===== config.mk =====
export PLATFORM = sky130hd
export DESIGN_NAME = dmem_arbiter
export DESIGN_NICKNAME = d
export VERILOG_FILES = /design/src/rtl/dmem_arbiter_pkg.sv /design/src/rtl/dmem_arbiter_rr_arb2.sv /design/src/rtl/dmem_arbiter.sv
export SDC_FILE = /design/constraint.sdc
export NUM_CORES = 1
export LEC_CHECK = 0
export CAP_MARGIN = 40
export CORE_AREA = 2 2 96 98
export DETAILED_ROUTE_END_ITERATION = 12
export DIE_AREA = 0 0 98 100
export PLACE_DENSITY = 0.76
export SYNTH_ARGS = -nofsm -noshare
export SYNTH_HDL_FRONTEND = slang
export SYNTH_HIERARCHICAL = 1
export SYNTH_SLANG_ARGS = --single-unit

===== constraint.sdc =====
create_clock -name clk -period 3.9 [get_ports clk]
set_input_delay 0.975 -clock clk [delete_from_list [all_inputs] [get_ports clk]]
set_output_delay 0.975 -clock clk [all_outputs]
set_load 0.05 [all_outputs]

===== src/rtl/dmem_arbiter_pkg.sv =====
// rtl/dmem_arbiter_pkg.sv - shared types and constants for the data memory arbiter
//
// Purpose: arbitration state encoding and requester index constants used by
//          dmem_arbiter and its round-robin grant sub-module rr_arb2.
// Ports:   none (package).
package dmem_arbiter_pkg;

  typedef enum logic {
    ARB_RR     = 1'b0,
    ARB_LOCKED = 1'b1
  } arb_state_e;

  // Bit positions of each requester in the 2-bit request/grant vectors.
  localparam bit REQ_CPU = 1'b0;
  localparam bit REQ_DBG = 1'b1;

endpackage


===== src/rtl/dmem_arbiter_rr_arb2.sv =====
// rtl/dmem_arbiter_rr_arb2.sv - two-way round-robin grant with last-winner pointer
//
// Purpose: grants at most one of two requesters per cycle. On contention the
//          requester that did not win last is granted. allow_mask removes a
//          requester from consideration (used to lock out the cpu).
// Ports:
//   clk, rst_n   clock, asynchronous active-low reset
//   req[1:0]     requests, indexed by REQ_CPU / REQ_DBG
//   allow_mask   1 = requester may be granted
//   ptr_to_dbg   force the last-winner pointer to dbg (cpu wins next contention)
//   gnt[1:0]     one-hot (or zero) grant, combinational
module rr_arb2
  import dmem_arbiter_pkg::*;
(
  input  logic       clk,
  input  logic       rst_n,
  input  logic [1:0] req,
  input  logic [1:0] allow_mask,
  input  logic       ptr_to_dbg,
  output logic [1:0] gnt
);

  logic       last_dbg_q;
  logic       last_dbg_d;
  logic [1:0] eligible;

  always_comb begin
    eligible   = req & allow_mask;
    gnt        = 2'b00;
    last_dbg_d = last_dbg_q;

    if (eligible == 2'b11) begin
      if (last_dbg_q) begin
        gnt[REQ_CPU] = 1'b1;
      end else begin
        gnt[REQ_DBG] = 1'b1;
      end
    end else begin
      gnt = eligible;
    end

    // The pointer remembers who won; an explicit override wins over it.
    if (ptr_to_dbg) begin
      last_dbg_d = 1'b1;
    end else if (gnt[REQ_CPU]) begin
      last_dbg_d = 1'b0;
    end else if (gnt[REQ_DBG]) begin
      last_dbg_d = 1'b1;
    end
  end

  // Reset value points at dbg so the cpu wins the first contention.
  always_ff @(posedge clk or negedge rst_n) begin
    if (!rst_n) begin
      last_dbg_q <= 1'b1;
    end else begin
      last_dbg_q <= last_dbg_d;
    end
  end

endmodule


===== src/rtl/dmem_arbiter.sv =====
// rtl/dmem_arbiter.sv - cpu / debug arbiter in front of a single-port data memory
//
// Purpose: shares one synchronous-read data memory between the core load/store
//          port (cpu) and the debug/loader port (dbg). One access per cycle,
//          round-robin on contention, dbg lock for atomic multi-word transfers,
//          cpu stall output and a saturating stall-cycle counter.
// Ports:
//   clk, reset_n                      clock, asynchronous active-low reset
//   cpu_req/we/addr/wdata             cpu request (held until cpu_gnt)
//   cpu_gnt, cpu_stall                cpu accepted / cpu must hold
//   cpu_rvalid, cpu_rdata             cpu read return, one cycle after grant
//   dbg_req/we/addr/wdata/lock        debug request and lock request
//   dbg_gnt, dbg_rvalid, dbg_rdata    debug grant and read return
//   lock_held                         dbg owns the memory exclusively
//   mem_en/we/addr/wdata, mem_rdata   data memory interface
//   stall_cnt                         saturating count of cpu_stall cycles
module dmem_arbiter
  import dmem_arbiter_pkg::*;
#(
  parameter int ADDR_W = 8,
  parameter int DATA_W = 32,
  parameter int CNT_W  = 16
) (
  input  logic              clk,
  input  logic              reset_n,
  input  logic              cpu_req,
  input  logic              cpu_we,
  input  logic [ADDR_W-1:0] cpu_addr,
  input  logic [DATA_W-1:0] cpu_wdata,
  output logic              cpu_gnt,
  output logic              cpu_stall,
  output logic              cpu_rvalid,
  output logic [DATA_W-1:0] cpu_rdata,
  input  logic              dbg_req,
  input  logic              dbg_we,
  input  logic [ADDR_W-1:0] dbg_addr,
  input  logic [DATA_W-1:0] dbg_wdata,
  input  logic              dbg_lock,
  output logic              dbg_gnt,
  output logic              dbg_rvalid,
  output logic [DATA_W-1:0] dbg_rdata,
  output logic              lock_held,
  output logic              mem_en,
  output logic              mem_we,
  output logic [ADDR_W-1:0] mem_addr,
  output logic [DATA_W-1:0] mem_wdata,
  input  logic [DATA_W-1:0] mem_rdata,
  output logic [CNT_W-1:0]  stall_cnt
);

  localparam logic [CNT_W-1:0] CNT_ONE = {{(CNT_W-1){1'b0}}, 1'b1};

  arb_state_e       state_q, state_d;
  logic             rd_valid_q, rd_valid_d;
  logic             rd_owner_dbg_q, rd_owner_dbg_d;
  logic [CNT_W-1:0] stall_cnt_q, stall_cnt_d;

  logic [1:0] req_vec;
  logic [1:0] allow_mask;
  logic [1:0] gnt_vec;
  logic       ptr_to_dbg;

  // Requests are masked while reset is asserted so every output, including
  // the combinational grant path, is 0 during reset.
  always_comb begin
    req_vec          = 2'b00;
    req_vec[REQ_CPU] = cpu_req & reset_n;
    req_vec[REQ_DBG] = dbg_req & reset_n;
    allow_mask          = 2'b11;
    allow_mask[REQ_CPU] = (state_q == ARB_RR);
  end

  rr_arb2 u_rr_arb2 (
    .clk        (clk),
    .rst_n      (reset_n),
    .req        (req_vec),
    .allow_mask (allow_mask),
    .ptr_to_dbg (ptr_to_dbg),
    .gnt        (gnt_vec)
  );

  assign cpu_gnt   = gnt_vec[REQ_CPU];
  assign dbg_gnt   = gnt_vec[REQ_DBG];
  assign cpu_stall = req_vec[REQ_CPU] & ~cpu_gnt;
  assign lock_held = (state_q == ARB_LOCKED);

  // Lock FSM. The lock is only taken on a dbg grant, and released when
  // dbg_lock is seen low while locked.
  always_comb begin
    state_d    = state_q;
    ptr_to_dbg = 1'b0;
    case (state_q)
      ARB_RR: begin
        if (dbg_gnt && dbg_lock) begin
          state_d = ARB_LOCKED;
        end
      end
      ARB_LOCKED: begin
        if (!dbg_lock) begin
          state_d    = ARB_RR;
          ptr_to_dbg = 1'b1;
        end
      end
      default: begin
        state_d = ARB_RR;
      end
    endcase
  end

  // Memory request mux; all-zero when idle.
  always_comb begin
    mem_en    = cpu_gnt | dbg_gnt;
    mem_we    = 1'b0;
    mem_addr  = '0;
    mem_wdata = '0;
    if (cpu_gnt) begin
      mem_we    = cpu_we;
      mem_addr  = cpu_addr;
      mem_wdata = cpu_wdata;
    end else if (dbg_gnt) begin
      mem_we    = dbg_we;
      mem_addr  = dbg_addr;
      mem_wdata = dbg_wdata;
    end
  end

  // Read-return tracking: one outstanding read, tagged with its owner.
  always_comb begin
    rd_valid_d     = mem_en & ~mem_we;
    rd_owner_dbg_d = dbg_gnt;
  end

  assign cpu_rvalid = rd_valid_q & ~rd_owner_dbg_q;
  assign dbg_rvalid = rd_valid_q & rd_owner_dbg_q;
  assign cpu_rdata  = cpu_rvalid ? mem_rdata : '0;
  assign dbg_rdata  = dbg_rvalid ? mem_rdata : '0;

  always_comb begin
    stall_cnt_d = stall_cnt_q;
    if (cpu_stall && (stall_cnt_q != {CNT_W{1'b1}})) begin
      stall_cnt_d = stall_cnt_q + CNT_ONE;
    end
  end

  assign stall_cnt = stall_cnt_q;

  always_ff @(posedge clk or negedge reset_n) begin
    if (!reset_n) begin
      state_q        <= ARB_RR;
      rd_valid_q     <= 1'b0;
      rd_owner_dbg_q <= 1'b0;
      stall_cnt_q    <= '0;
    end else begin
      state_q        <= state_d;
      rd_valid_q     <= rd_valid_d;
      rd_owner_dbg_q <= rd_owner_dbg_d;
      stall_cnt_q    <= stall_cnt_d;
    end
  end

endmodule


* Yosys cells after proc, flatten, opt, wreduce, memory -nomap -nowiden *
Cells that the tools add are included.

storage, ports and cells
  word-level logic and storage cells = 42
  bits of input ports = 119
  output and inout bits = 128
  register bits after elaboration = 20

operators by class
  reductions and logical operators = 3
  muxes and demuxes = 19
  add/sub/neg operators = 1
  bitwise gates (word level) = 12
  equal/unequal tests = 2

operator list
  kind                                                             count
  32-bit 2-to-1 mux                                                4
  16-bit by 1-bit adder with 16-bit output, second input constant  1
  8-bit 2-to-1 mux                                                 2
  16-bit inequality test, second input constant                    1
  1-bit 2-to-1 mux                                                 11
  1-bit AND                                                        6
  1-bit inverter                                                   4
  3-bit nonzero test                                               1
  2-bit AND                                                        1
  2-bit equality test, second input constant                       1
  1-bit logical AND                                                2
  2-bit 2-to-1 mux                                                 1
  1-bit one-hot mux with 2 select lines                            1
  1-bit OR                                                         1

* Depth between registers and ports, before layout *
  depth in word-level cells = 8
  mapped depth = 9

* Cells and area by module *
Netlist, hierarchy kept.

by module, submodules not included
  module        times used  cells an instance  area an instance (um^2)
  dmem_arbiter  1           214                1819.2
  rr_arb2       1           7                  68.8

* Worst setup path after synthesis *
No wires, ideal clock.

  path type = input to output
  start point = input cpu_req
  end point = output mem_addr[6]
  slack = -479 ps
  data arrival time = 3404 ps
  stages = 4
  data required time = 2925 ps
  path through = and2_1 > a31oi_1 > nand2_1 > o21ai_0

between the ends
  cells in the longest elaborated chain, start to end = 6

ends and longest elaborated chain
  what                 line                        text
  start: declaration   dmem_arbiter.sv:26          input logic cpu_req,
  1-bit AND            dmem_arbiter.sv:67          req_vec[REQ_CPU] = cpu_req & reset_n;
  2-bit AND            dmem_arbiter_rr_arb2.sv:28  eligible = req & allow_mask;
  2-bit equality test  dmem_arbiter_rr_arb2.sv:32  if (eligible == 2'b11) begin
  2-bit 2-to-1 mux     dmem_arbiter_rr_arb2.sv:32
  named net dbg_gnt    dmem_arbiter.sv:39          output logic dbg_gnt,
  8-bit 2-to-1 mux     dmem_arbiter.sv:120         end else if (dbg_gnt) begin
  8-bit 2-to-1 mux     dmem_arbiter.sv:116         if (cpu_gnt) begin
  end: declaration     dmem_arbiter.sv:45          output logic [ADDR_W-1:0] mem_addr,

The timed path passes the listed nets, and every way through them passes these cells.

* Worst setup path in the final report *
  start point = input reset_n
  end point = output mem_wdata[14]

between the ends
  cells in the longest elaborated chain, start to end = 6

ends and longest elaborated chain
  what                   line                        text
  start: declaration     dmem_arbiter.sv:25          input logic reset_n,
  1-bit AND (*)          dmem_arbiter.sv:68          req_vec[REQ_DBG] = dbg_req & reset_n;
  named net req_vec[1]   dmem_arbiter.sv:58          logic [1:0] req_vec;
  2-bit AND (*)          dmem_arbiter_rr_arb2.sv:28
  2-bit equality test    dmem_arbiter_rr_arb2.sv:32
  2-bit 2-to-1 mux (*)   dmem_arbiter_rr_arb2.sv:32
  32-bit 2-to-1 mux      dmem_arbiter.sv:120
  32-bit 2-to-1 mux (*)  dmem_arbiter.sv:116
  end: declaration       dmem_arbiter.sv:46          output logic [DATA_W-1:0] mem_wdata,

The timed path passes the listed nets; every way through them passes the cells marked *.

==> results <==
-- registers in the layout, indices dropped and copies added, names as in the netlist --
| register | flops |
|---|---|
| u_rr_arb2/last_dbg_q | 1 |
| lock_held | 1 |
| rd_valid_q | 1 |
| rd_owner_dbg_q | 1 |
| stall_cnt | 16 |
-- how the worst min path moves through the flow --
stage	depth (start not counted)	from	end	slack, ns
CTS	1	lock_held$_DFF_PN0_	lock_held$_DFF_PN0_	0.53
global route	1	stall_cnt[11]$_DFFE_PN0P_	stall_cnt[11]$_DFFE_PN0P_	0.55
floorplan	2	u_rr_arb2/last_dbg_q$_DFFE_PN1P_	u_rr_arb2/last_dbg_q$_DFFE_PN1P_	0.56
detailed placement	1	lock_held$_DFF_PN0_	lock_held$_DFF_PN0_	0.51
finish	1	lock_held$_DFF_PN0_	lock_held$_DFF_PN0_	0.52
global placement	1	lock_held$_DFF_PN0_	lock_held$_DFF_PN0_	0.50
-- worst max-delay path, cell delays in order --
cell and delay [ns]:
clkdlybuf4s50_1 0.54, and2_1 0.14, nand2_1 0.14, o211a_4 0.29
nor2b_4 0.16, buf_12 0.17, a22o_1 0.21, buf_12 0.15
-- per-layer routing --
layer	vias to the layer above	wire length [um]	global-route usage, %
li1	1309	-	-
met1	1260	3820	22.7
met2	156	5230	33.8
met3	16	882	4.81
met4	0	225	5.34
met5	-	0	0
-- power by group through the flow --
stage	Combinational (uW)	Sequential, uW	Clock [uW]
after detailed placement	921	314	0
after global routing	960	322	172
after floorplan	350	401	0
after global placement	910	311	0
after CTS	925	311	163
final	926	313	161
-- metrics by stage --
step | setup WS, ns | total power, uW | utilization, % | cells
final | 0.130 | 1400 | 60.3 | 571
after floorplan | 0.0630 | 751 | - | 221
after global placement | 0.122 | 1220 | 59.1 | 567
after global routing | 0.0259 | 1450 | 60.3 | 571
after CTS | 0.0565 | 1400 | 59.7 | 571
after detailed placement | 0.0496 | 1240 | 59.1 | 567
-- cell usage in the layout, fill, tap and decap left out, types with 2 or more instances in the layout --
master / n
a21oi_2: 2
xnor2_1: 6
a41oi_1: 2
nand2_1: 7
a31oi_1: 2
a22o_1: 38
a22o_4: 2
nand4_1: 8
and3_4: 2
nor2_1: 3
mux2_4: 2
a21oi_1: 5
clkdlybuf4s50_1: 168
o21a_1: 2
dfrtp_1: 19
clkbuf_8: 4
xor2_1: 2
and3_1: 35
and2_1: 36
nor2b_1: 3
buf_4: 6
nand3_1: 5
inv_1: 2
buf_12: 78
-- area by class of cell --
type | count | area [um^2] | share of cell area, %
clock buffers | 4 | 55.1 | 1.03
well taps | 111 | 139 | 2.59
inverters | 3 | 11.3 | 0.210
multi-input cells | 179 | 1340 | 25.0
repair buffers | 254 | 3310 | 61.8
flip-flops and latches | 20 | 502 | 9.36
-- synthesized netlist by cell type, types with 2 or more instances --
cell type   n  share of area, %
buf_2       2              0.53
a22o_1     40                19
and3_1     35                12
a31oi_1     3              0.99
and2_1     36                12
mux2_4      2               1.6
xor2_1      2              0.93
nand4_1     8               2.7
a21oi_2     2              0.93
nor2b_1     4               1.3
dfrtp_1    19                25
nand3_1     5               1.3
inv_1       2              0.40
clkbuf_1   15               3.0
nand2_1     7               1.4
xnor2_1     6               2.8
a41oi_1     2              0.93
and3_4      2               1.2
nor2_1      3              0.60
a21oi_1     5               1.3
o21a_1      2              0.79
-- cell families after synthesis --
group	count (synthesis)
other	1
DFF	20
buffers and inverters	22
xor gates and xnor gates	8
adders and majority gates	1
AOI/OAI and AO/OA	56
muxes	3
and+or+nand+nor	110
==> results by group <==
Power
  – Lkg Pwr: 0.00227 uW
  – Pwr Density: roughly 260 mW/mm^2
  – Logic pwr share: roughly two thirds
  – Psw: 626 uW
  – Power Internal: ~770 uW
  – Peak VDD IR: between 0.0003 and 0.0004 V
  – Reg power frac: 22.4%
  – Switching Fraction: between 40 and 50%
  – Clock power frac: between 10% and 20%

Clock tree
  – CTS tree: built
  – Post-CTS Hold Buffers: 0
  – Worst-path clk slew: around 0.070 ns
  – Num CTS Buffers: 3
  – Clock latency on the worst-skew pair: about 0.26 ns
  – Longest Clk Path Bufs: 2
  – Post-CTS resize count: 0
  – Clk sinks: 20
  – Root Buffer: clkbuf_8
  – Htree depth: 1
  – Post-CTS Setup Bufs: 0

Worst setup path
  – R2R setup slack: roughly 2 ns
  – Crit path max fanout: 22
  – Worst Setup SP: reset_n
  – CP Data Required Time: 2.92 ns
  – CP Capture Point: mem_wdata[14]
  – R2R Path End: stall_cnt[15]$_DFFE_PN0P_
  – Worst setup SP type: primary input
  – FF-to-FF Start: lock_held$_DFF_PN0_
  – Crit. End Element: output pin
  – Path depth of the worst reg2reg path: 7
  – Critical Path AT: 2.80 ns
  – Crit path kind: primary input to output pin

Yosys
  – Main combinational cell family by area after synthesis: simple AND/OR/NAND/NOR gates
  – XOR/XNOR Fraction of Synth Area: under 10%
  – Mux cell area share after synthesis: 2.12%
  – Syn nets: approximately 340
  – Synth Warn #: 6
  – EDFF count, synth: 0
  – Adder-cell share of the synthesized area: 0.663%
  – Count of cell types in the netlist: 40
  – Sequential area share after synthesis: between 20% and 30%
  – Syn Area/Cell: around 8.5 um^2
  – Complex-gate fraction of the synthesized area: between 20% and 30%
  – Most used DFF post-synth: dfrtp_1
  – Mapped Cells: roughly 220
  – Cell Area, Synth: ~0.0019 mm^2
  – Async set-reset flop share out of synthesis: 100%
  – Yosys reg bits: 20
  – Synth Area in Simple Gates: 37.3%

Detailed routing
  – Routed vias/inst: slightly below 5
  – Final WL: roughly 10000 um
  – Drt first pass iters: 4
  – Per-cell routed wire length: roughly 18 um
  – DR vias: roughly 2.7k
  – DR iter-0 viols: 40
  – DRC viols: 0
  – Final ANT Viol Nets: 0

Floorplan
  – Die W: between 90 and 100 um
  – Die Y: roughly 100 um
  – Core footprint: 0.00889 mm^2
  – DIE AREA: slightly below 0.01 mm^2
  – Initial Util: between 20% and 30%
  – I/O Pins: about 250
  – Cell Rows: 35

Timing
  – Relative slew margins: 39.2%
  – Final-report hold violation count: 0
  – Final Max Slew Viols: 0
  – Setup TNS: 0 ns
  – Fmax: between 200 and 300 MHz
  – Final setup viols: 0
  – Worst Tran Pin Value: 0.911 ns
  – Fin crit period: approximately 3.8 ns
  – Final period util: a little over nine tenths
  – Final Skew: around 0.0030 ns
  – RSZ-0062 raised after global routing: no
  – Hold_ws: between 0.5 and 0.6 ns

Place
  – Instance area at placement: ~0.0053 mm^2
  – Routability cong.: between 0.8 and 0.9
  – Dpl hpwl: approximately 8600 um
  – Port buffer count: 246

Global route
  – Pin count of the biggest net entering global routing: 41
  – Gr usage total: about a fifth
  – First-pass GRT wire length: ~15000 um
  – Initial antenna violation count: 0
  – Gr ovfl total: 0
  – Vias in the first global route: approximately 2.7k

Finish
  – Design area: about 0.0054 mm^2
  – Nets@finish: just under 600
  – Number of filler cells placed in the layout: approximately 700
  – Share of cells above drive strength 1: roughly a quarter
  – Diode count: 0
  – Area growth from synthesis to layout: 184%

Outcome
  – Status: completed

Hold path
  – HP Class: register to register

Job
  – Maxcap violations: 0
Power figures use the tool's default switching activity.
